[src/rtl/fetch_pkg.sv]
`default_nettype none
// ============================================================================
//  Module      : fetch_pkg
//  Description : Shared types and constants for the instruction fetch stage.
//                c_INIT_PC is the reset PC, which the core also uses.
//  Revision    : 1.0 - initial release
// ============================================================================
package fetch_pkg;

    localparam int                c_XLEN    = 32;
    localparam logic [c_XLEN-1:0] c_INIT_PC = 32'h0000_0000;

    // One prefetched instruction together with the PC it was fetched from.
    typedef struct packed {
        logic [c_XLEN-1:0] pc;
        logic [c_XLEN-1:0] instr;
    } fetch_entry_t;

endpackage
`default_nettype wire

[src/rtl/fetch_fifo.sv]
`default_nettype none
// ============================================================================
//  Module      : fetch_fifo
//  Description : Synchronous prefetch FIFO of fetch_entry_t.
//                Ports: push/push_data write an entry, pop retires the head,
//                flush empties the FIFO. head is the oldest entry, count is
//                the occupancy, and empty/full are status flags.
//  Revision    : 1.0 - initial release
// ============================================================================
module fetch_fifo
    import fetch_pkg::*;
#(
    parameter  int DEPTH = 4,
    localparam int c_AW  = $clog2(DEPTH),
    localparam int c_CW  = c_AW + 1
) (
    input  logic            clk,
    input  logic            reset_n,
    input  logic            push,
    input  fetch_entry_t    push_data,
    input  logic            pop,
    input  logic            flush,
    output fetch_entry_t    head,
    output logic [c_CW-1:0] count,
    output logic            empty,
    output logic            full
);

    // The pointers carry one extra wrap bit, so full and empty are
    // distinguishable without a separate occupancy register.
    logic [c_CW-1:0] r_wr_ptr;
    logic [c_CW-1:0] r_rd_ptr;
    fetch_entry_t    r_mem [DEPTH];

    always_ff @(posedge clk or negedge reset_n) begin
        if (!reset_n) begin
            r_wr_ptr <= '0;
            r_rd_ptr <= '0;
        end else if (flush) begin
            r_wr_ptr <= '0;
            r_rd_ptr <= '0;
        end else begin
            if (push) r_wr_ptr <= r_wr_ptr + c_CW'(1);
            if (pop)  r_rd_ptr <= r_rd_ptr + c_CW'(1);
        end
    end

    // The storage array is not reset. The pointers alone define which entries
    // are valid.
    always_ff @(posedge clk) begin
        if (push && !flush) r_mem[r_wr_ptr[c_AW-1:0]] <= push_data;
    end

    assign count = r_wr_ptr - r_rd_ptr;
    assign empty = (count == '0);
    assign full  = (count == c_CW'(DEPTH));
    assign head  = r_mem[r_rd_ptr[c_AW-1:0]];

    a_no_push_full : assert property (@(posedge clk) disable iff (!reset_n)
        !(push && !flush && full));
    a_no_pop_empty : assert property (@(posedge clk) disable iff (!reset_n)
        !(pop && !flush && empty));

endmodule
`default_nettype wire

[src/rtl/fetch_unit.sv]
`default_nettype none
// ============================================================================
//  Module      : fetch_unit
//  Description : Instruction fetch stage. The block issues word reads through
//                a mem_req/mem_gnt interface and accepts in-order mem_rvalid
//                responses. It buffers {pc, instr} in a prefetch FIFO and
//                presents the head through instr_valid/instr_ready.
//                redirect/redirect_pc flush the FIFO, restart fetch, and
//                discard any responses that are still in flight.
//  Revision    : 1.0 - initial release
// ============================================================================
module fetch_unit
    import fetch_pkg::*;
#(
    parameter logic [31:0] INIT_PC = c_INIT_PC,
    parameter int          DEPTH   = 4
) (
    input  logic        clk,
    input  logic        reset_n,
    output logic        mem_req,
    output logic [31:0] mem_addr,
    input  logic        mem_gnt,
    input  logic        mem_rvalid,
    input  logic [31:0] mem_rdata,
    output logic        instr_valid,
    input  logic        instr_ready,
    output logic [31:0] instr,
    output logic [31:0] instr_pc,
    input  logic        redirect,
    input  logic [31:0] redirect_pc
);

    localparam int            c_CW        = $clog2(DEPTH) + 1;
    localparam logic [c_CW:0] c_DEPTH_EXT = (c_CW + 1)'(DEPTH);
    localparam logic [c_CW-1:0] c_DEPTH_CNT = c_CW'(DEPTH);

    logic [31:0]     r_fetch_pc;
    logic [31:0]     r_rsp_pc;
    logic [c_CW-1:0] r_outstanding;
    logic [c_CW-1:0] r_drop_cnt;
    logic            r_active;

    logic [c_CW-1:0] w_count;
    logic [c_CW:0]   w_credit_sum;
    logic [c_CW-1:0] w_outstanding_next;
    logic            w_issue;
    logic            w_rsp;
    logic            w_drop;
    logic            w_push;
    logic            w_pop;
    logic            w_empty;
    logic            w_full;
    logic [31:0]     w_redirect_pc;
    fetch_entry_t    w_push_entry;
    fetch_entry_t    w_head;
    logic            w_unused;

    // Entries already buffered and requests still in flight share the FIFO
    // capacity. Because of this, a returning response always has a free slot.
    assign w_credit_sum = {1'b0, w_count} + {1'b0, r_outstanding};

    // r_active clears asynchronously with reset. This holds mem_req low while
    // reset is asserted, although the fetch state would otherwise allow a
    // request.
    assign mem_req  = r_active && !redirect && (w_credit_sum < c_DEPTH_EXT);
    assign mem_addr = r_fetch_pc;

    assign w_issue = mem_req && mem_gnt;
    // A response with nothing outstanding is a protocol violation, so it is
    // ignored here.
    assign w_rsp   = mem_rvalid && (r_outstanding != '0);
    assign w_drop  = w_rsp && (r_drop_cnt != '0);
    assign w_push  = w_rsp && !w_drop && !redirect;
    assign w_pop   = !w_empty && instr_ready && !redirect;

    assign w_outstanding_next = r_outstanding + c_CW'(w_issue) - c_CW'(w_rsp);
    assign w_redirect_pc      = {redirect_pc[31:2], 2'b00};

    assign w_push_entry.pc    = r_rsp_pc;
    assign w_push_entry.instr = mem_rdata;

    always_ff @(posedge clk or negedge reset_n) begin
        if (!reset_n) begin
            r_fetch_pc    <= INIT_PC;
            r_rsp_pc      <= INIT_PC;
            r_outstanding <= '0;
            r_drop_cnt    <= '0;
            r_active      <= 1'b0;
        end else begin
            r_active      <= 1'b1;
            r_outstanding <= w_outstanding_next;
            if (redirect) begin
                r_fetch_pc <= w_redirect_pc;
                r_rsp_pc   <= w_redirect_pc;
                // Every request still in flight after this cycle belongs to
                // the old stream. This count already includes any earlier
                // drop_cnt.
                r_drop_cnt <= w_outstanding_next;
            end else begin
                if (w_issue) r_fetch_pc <= r_fetch_pc + 32'd4;
                if (w_push)  r_rsp_pc   <= r_rsp_pc + 32'd4;
                if (w_drop)  r_drop_cnt <= r_drop_cnt - c_CW'(1);
            end
        end
    end

    fetch_fifo #(
        .DEPTH (DEPTH)
    ) u_fifo (
        .clk       (clk),
        .reset_n   (reset_n),
        .push      (w_push),
        .push_data (w_push_entry),
        .pop       (w_pop),
        .flush     (redirect),
        .head      (w_head),
        .count     (w_count),
        .empty     (w_empty),
        .full      (w_full)
    );

    // The outputs are masked while the FIFO is empty. As a result, they read
    // zero out of reset instead of showing stale storage.
    assign instr_valid = !w_empty;
    assign instr       = w_empty ? 32'h0 : w_head.instr;
    assign instr_pc    = w_empty ? 32'h0 : w_head.pc;

    assign w_unused = ^{redirect_pc[1:0], w_full};

    a_addr_aligned : assert property (@(posedge clk) disable iff (!reset_n)
        mem_addr[1:0] == 2'b00);
    a_outstanding_cap : assert property (@(posedge clk) disable iff (!reset_n)
        r_outstanding <= c_DEPTH_CNT);
    a_rvalid_protocol : assert property (@(posedge clk) disable iff (!reset_n)
        !(mem_rvalid && (r_outstanding == '0)));

endmodule
`default_nettype wire

[config.mk]
export PLATFORM = sky130hd
export DESIGN_NAME = fetch_unit
export DESIGN_NICKNAME = d
export VERILOG_FILES = /design/src/rtl/fetch_pkg.sv /design/src/rtl/fetch_fifo.sv /design/src/rtl/fetch_unit.sv
export SDC_FILE = /design/constraint.sdc
export NUM_CORES = 1
export LEC_CHECK = 0
export CAP_MARGIN = 25
export CORE_UTILIZATION = 50
export DETAILED_ROUTE_END_ITERATION = 12
export HOLD_SLACK_MARGIN = 0.1
export PLACE_DENSITY = 0.81
export SLEW_MARGIN = 20
export SYNTH_ARGS = -nofsm -noshare
export SYNTH_HDL_FRONTEND = slang
export SYNTH_SLANG_ARGS = --single-unit
[constraint.sdc]
create_clock -name clk -period 4.3 [get_ports clk]
set_input_delay 0.645 -clock clk [delete_from_list [all_inputs] [get_ports clk]]
set_output_delay 0.645 -clock clk [all_outputs]
set_load 0.01 [all_outputs]
==> flow_summary.html <==
<table>
<tr><th>Metric</th><th>Value</th></tr>
<tr><th colspan="2">Power and ir drop</th></tr>
<tr><td>Reg power frac</td><td>0.418</td></tr>
<tr><td>Int Pwr</td><td>about 6.5 mW</td></tr>
<tr><td>Proportion of total power due to net switching</td><td>0.2704</td></tr>
<tr><td>Combinational power share</td><td>0.293</td></tr>
<tr><td>PD cells</td><td>530.3 nW/um^2</td></tr>
<tr><td>Highest ir drop seen on vdd</td><td>between 0.3 and 0.4 mV</td></tr>
<tr><td>Net switching power</td><td>2.390 mW</td></tr>
<tr><td>P_leak</td><td>approximately 5.6 nW</td></tr>
<tr><td>Part of the power in the clock network</td><td>0.289</td></tr>
<tr><th colspan="2">Cells and area</th></tr>
<tr><td>Share of post-route cells with drive strength above 1</td><td>0.1594</td></tr>
<tr><td>Count of non-filler cells in the finished layout</td><td>around 1400</td></tr>
<tr><td>Number of nets in the layout</td><td>1100</td></tr>
<tr><td>Diodes inserted</td><td>0</td></tr>
<tr><td>Layout filler cell count</td><td>1944</td></tr>
<tr><td>Area grow syn2layout</td><td>22.15%</td></tr>
<tr><th colspan="2">Global routing</th></tr>
<tr><td>GRT Total Usage</td><td>0.1966</td></tr>
<tr><td>Number of global-route vias before repair</td><td>7922</td></tr>
<tr><td>Met3 capacity usage during global routing</td><td>0.03262</td></tr>
<tr><td>Initial antenna violation count</td><td>1</td></tr>
<tr><td>Global route hottest layer</td><td>met2</td></tr>
<tr><td>Largest net degree at the start of global routing</td><td>66</td></tr>
<tr><td>Wire length of the first global-routing pass</td><td>43150 um</td></tr>
<tr><td>Met1 track demand over resource in global routing</td><td>0.2872</td></tr>
<tr><td>Met2 track demand over resource</td><td>0.3151</td></tr>
<tr><td>Total congestion overflow</td><td>0</td></tr>
<tr><th colspan="2">Clocking</th></tr>
<tr><td>Number of clock buffers inserted by TritonCTS</td><td>31</td></tr>
<tr><td>Worst-skew pair later-pin latency</td><td>0.54 ns</td></tr>
<tr><td>CTS Buffer Depth</td><td>3</td></tr>
<tr><td>CTS root buffer</td><td>sky130_fd_sc_hd__clkbuf_16</td></tr>
<tr><td>Clk pin slew, worst setup/hold paths</td><td>roughly 0.06 ns</td></tr>
<tr><td>Post CTS Setup Buffer Count</td><td>0</td></tr>
<tr><td>H-tree level count</td><td>1</td></tr>
<tr><td>Number of sinks handled by clock tree synthesis</td><td>between 300 and 400</td></tr>
<tr><td>TritonCTS clock tree</td><td>built</td></tr>
<tr><th colspan="2">Logic synthesis</th></tr>
<tr><td>Portion of netlist area occupied by mux cells</td><td>0.1161</td></tr>
<tr><td>Netlist cell types</td><td>54</td></tr>
<tr><td>Proportion of register bits with asynchronous set or reset after synthesis</td><td>0.2274</td></tr>
<tr><td>Average cell area after synthesis</td><td>about 16 um^2</td></tr>
<tr><td>Number of standard cells after synthesis</td><td>843</td></tr>
<tr><td>Main combinational cell family by area after synthesis</td><td>multiplexers</td></tr>
<tr><td>Sequential-to-total area share from yosys stat</td><td>0.6794</td></tr>
<tr><td>Yosys warning count</td><td>0</td></tr>
<tr><td>Main synth FF type</td><td>sky130_fd_sc_hd__edfxtp_1</td></tr>
<tr><td>Simple-gate area share of the yosys netlist</td><td>0.1009</td></tr>
<tr><td>Number of flip-flops and latches in the synthesized netlist</td><td>approximately 320</td></tr>
<tr><td>EDFF count, synth</td><td>~250</td></tr>
<tr><td>XOR/XNOR share of the synthesized area</td><td>0.02924</td></tr>
<tr><td>Synthesized-area fraction occupied by ao, oa, aoi and oai cells</td><td>0.03603</td></tr>
<tr><td>Mapped cell area</td><td>13650 um^2</td></tr>
<tr><td>Adder-Cell Fraction of Synth Area</td><td>0.01577</td></tr>
<tr><th colspan="2">Place</th></tr>
<tr><td>Routability cong.</td><td>between 0.8 and 0.9</td></tr>
<tr><td>Detail Placement HPWL</td><td>17040 um</td></tr>
<tr><td>Placed instance count</td><td>1321</td></tr>
<tr><td>Number of buffers added on ports</td><td>161</td></tr>
<tr><th colspan="2">Setup path</th></tr>
<tr><td>Standard cell with the maximum stage delay on the critical path</td><td>sky130_fd_sc_hd__clkdlybuf4s50_1</td></tr>
<tr><td>Startpoint type of the worst setup path</td><td>flop</td></tr>
<tr><td>Ordered cell list for the critical path</td><td>inv_1, ha_1, inv_1, fa_1, xnor3_1, or3b_2, buf_6, and2_1, clkdlybuf4s50_1</td></tr>
<tr><td>CP max stage delay</td><td>approximately 0.52 ns</td></tr>
<tr><td>Endpoint kind of the worst setup timing path</td><td>primary output</td></tr>
<tr><td>Library cell appearing most often on the critical path</td><td>sky130_fd_sc_hd__inv_1</td></tr>
<tr><td>Critical setup path kind</td><td>flop to primary output</td></tr>
<tr><td>Arrival time of data at the critical path endpoint</td><td>3.49 ns</td></tr>
<tr><td>Required time of the critical path</td><td>3.65 ns</td></tr>
<tr><td>Maximum fanout along the worst path</td><td>between 60 and 70</td></tr>
<tr><th colspan="2">Detailed routing</th></tr>
<tr><td>Detailed Route WL</td><td>26710 um</td></tr>
<tr><td>Detailed-route vias per instance</td><td>between 5 and 6</td></tr>
<tr><td>Initial drt markers</td><td>597</td></tr>
<tr><td>Count of unresolved DRC violations after routing</td><td>0</td></tr>
<tr><td>Number of optimization iterations in the first detailed-route pass</td><td>5</td></tr>
<tr><td>Total number of vias</td><td>between 7000 and 8000</td></tr>
<tr><td>Final ANT Viol Nets</td><td>0</td></tr>
<tr><td>Wire length per cell after detailed routing</td><td>19.41 um</td></tr>
<tr><th colspan="2">Floorplan</th></tr>
<tr><td>Count of pins on the block boundary</td><td>168</td></tr>
<tr><td>Starting density of the core</td><td>0.5079</td></tr>
<tr><td>Number of cell rows</td><td>60</td></tr>
<tr><td>Die width</td><td>167.2 um</td></tr>
<tr><td>Chip height</td><td>between 150 and 200 um</td></tr>
<tr><td>Total die area</td><td>27960 um^2</td></tr>
<tr><td>Core area</td><td>between 20000 and 30000 um^2</td></tr>
<tr><th colspan="2">STA</th></tr>
<tr><td>Post-route clock skew</td><td>0.01465 ns</td></tr>
<tr><td>Min cycle time layout</td><td>4.136 ns</td></tr>
<tr><td>Part of the cycle the worst path needs</td><td>0.9619</td></tr>
<tr><td>Total Neg Setup Slack</td><td>0 ns</td></tr>
<tr><td>Transition time of the tightest slew-check pin</td><td>slightly above 0.9 ns</td></tr>
<tr><td>Fin. max-slew vios</td><td>0</td></tr>
<tr><td>Final setup violating endpoints</td><td>0</td></tr>
<tr><td>Highest achievable clock rate</td><td>between 0.2 and 0.25 GHz</td></tr>
<tr><td>Worst max-slew margin expressed relative to the limit</td><td>0.3877</td></tr>
<tr><td>Setup repair after global routing missed its margin</td><td>false</td></tr>
<tr><td>Endpoints failing hold</td><td>0</td></tr>
<tr><th colspan="2">Flow run</th></tr>
<tr><td>Number of violations of the max-capacitance limit</td><td>0</td></tr>
<tr><th colspan="2">Worst hold path</th></tr>
<tr><td>Worst min-delay path class</td><td>flop to flop</td></tr>
<tr><th colspan="2">Outcome</th></tr>
<tr><td>Result of the run</td><td>completed</td></tr>
</table>
==> sequential cells by signal, summed over array words and instances (netlist names) <==
register	count
u_fifo.r_rd_ptr	3
mem_addr	30
u_fifo.r_mem	248
u_fifo.r_wr_ptr	3
r_active	1
r_drop_cnt	3
r_outstanding	3
r_rsp_pc	30
==> cell usage after synthesis, types with 6 or more instances <==
cell type	number	area, um^2
sky130_fd_sc_hd__edfxtp_1	248	7447
sky130_fd_sc_hd__dfrtp_1	73	1827
sky130_fd_sc_hd__and2_1	65	406.6
sky130_fd_sc_hd__mux4_2	62	1396
sky130_fd_sc_hd__nand2_1	51	191.4
sky130_fd_sc_hd__xnor2_1	30	262.8
sky130_fd_sc_hd__nand3_1	24	120.1
sky130_fd_sc_hd__clkbuf_1	23	86.33
sky130_fd_sc_hd__nor2_1	22	82.58
sky130_fd_sc_hd__inv_1	21	78.83
sky130_fd_sc_hd__o21ai_0	19	95.09
sky130_fd_sc_hd__nand4_1	18	112.6
sky130_fd_sc_hd__o211ai_1	16	120.1
sky130_fd_sc_hd__mux2_2	15	168.9
sky130_fd_sc_hd__ha_1	14	175.2
sky130_fd_sc_hd__o21ai_1	14	70.07
sky130_fd_sc_hd__xor2_1	13	113.9
sky130_fd_sc_hd__and3_1	12	75.07
sky130_fd_sc_hd__a21oi_1	11	55.05
sky130_fd_sc_hd__buf_2	11	55.05
sky130_fd_sc_hd__nor3_1	8	40.04
sky130_fd_sc_hd__buf_4	7	52.55
sky130_fd_sc_hd__nor3_2	7	70.07
sky130_fd_sc_hd__or3_1	6	37.54
==> cells in the final DEF, fill, tap and decap left out, types with 22 or more instances in the layout <==
cell / instances
sky130_fd_sc_hd__clkbuf_16: 31
sky130_fd_sc_hd__nand2_1: 51
sky130_fd_sc_hd__clkdlybuf4s50_1: 160
sky130_fd_sc_hd__nor2_1: 22
sky130_fd_sc_hd__edfxtp_1: 248
sky130_fd_sc_hd__nand3_1: 24
sky130_fd_sc_hd__mux4_2: 62
sky130_fd_sc_hd__and2_1: 65
sky130_fd_sc_hd__dfrtp_1: 71
sky130_fd_sc_hd__xnor2_1: 30
==> power groups by stage <==
stage               Sequential (mW)  Clock (mW)  Combinational (mW)
floorplan                      3.73           0                1.39
global placement               3.75           0                2.58
detailed placement             3.75           0                2.62
CTS                            3.70        2.61                2.64
global route                   3.72        2.72                2.82
finish                         3.70        2.55                2.59
==> what timing repair did <==
action | 4_1_cts | 5_1_grt
setup endpoints to repair | 0 | 62
gates resized for setup | 0 | 1
hold buffers | 1 | 0
endpoints found under the hold margin | 22 | 0
==> metal layers <==
layer,part of all wire,wire length [um]
met5,0.00049,13
met4,0.013,352
met3,0.059,1571
met2,0.47,12630
met1,0.45,12150
==> metrics by stage <==
stage	power [mW]	util	worst slack, ns	instance area (um^2)	hold WS (ns)
floorplan	5.118	-	0.02023	13660	0.3494
global placement	6.329	0.5839	0.6474	15690	0.5419
detailed placement	6.377	0.5839	0.6148	15690	0.5453
CTS	8.941	0.6202	0.03142	16670	0.5577
global route	9.265	0.6203	0.008304	16670	0.5758
finish	8.841	0.6203	0.1639	16670	0.5626
==> cell type report <==
| type | count | area, um^2 | share of cell area |
|---|---|---|---|
| inverters | 23 | 86.33 | 0.005178 |
| flip-flops and latches | 321 | 9279 | 0.5565 |
| clock buffers | 41 | 843.3 | 0.05058 |
| multi-input cells | 458 | 4093 | 0.2455 |
| well taps | 341 | 426.7 | 0.02559 |
| clock inverters | 13 | 121.4 | 0.007280 |
| repair buffers | 179 | 1823 | 0.1093 |
==> path summary, 6_finish.rpt <==
kind,startpoint,end,slack [ns],depth (start not counted)
setup / recovery,u_fifo.r_wr_ptr[0]$_DFFE_PN0N_,instr_pc[13],0.16,9
hold / removal,mem_addr[29]$_DFFE_PN0N_,mem_addr[29]$_DFFE_PN0N_,0.56,1
setup reg to reg,u_fifo.r_wr_ptr[0]$_DFFE_PN0N_,r_drop_cnt[2]$_DFFE_PN0P_,0.62,15
hold reg to reg,mem_addr[29]$_DFFE_PN0N_,mem_addr[29]$_DFFE_PN0N_,0.56,1
max in group asynchronous,reset_n,r_rsp_pc[22]$_DFFE_PN0N_,2.63,3
min in group asynchronous,reset_n,mem_addr[30]$_DFFE_PN0N_,0.61,2
==> critical path: cells and delay by family (launching register included) <==
kind                     cells  cell delay [ns]
XOR/XNOR                     1             0.38
buffers and inverters        4             0.95
flip-flops                   1             0.42
AND/OR/NAND/NOR              2             0.65
adder cells (fa/ha/maj)      2             0.53
==> cells by family (layout without fill, tap and decap cells) <==
group	after synthesis	count (layout)
buf+inv	67	256
mux	79	79
fa+ha+maj	16	16
other cells	2	5
compound gates	79	79
xor+xnor	44	44
flops	321	321
simple gates	235	235
Power figures use the tool's default switching activity.
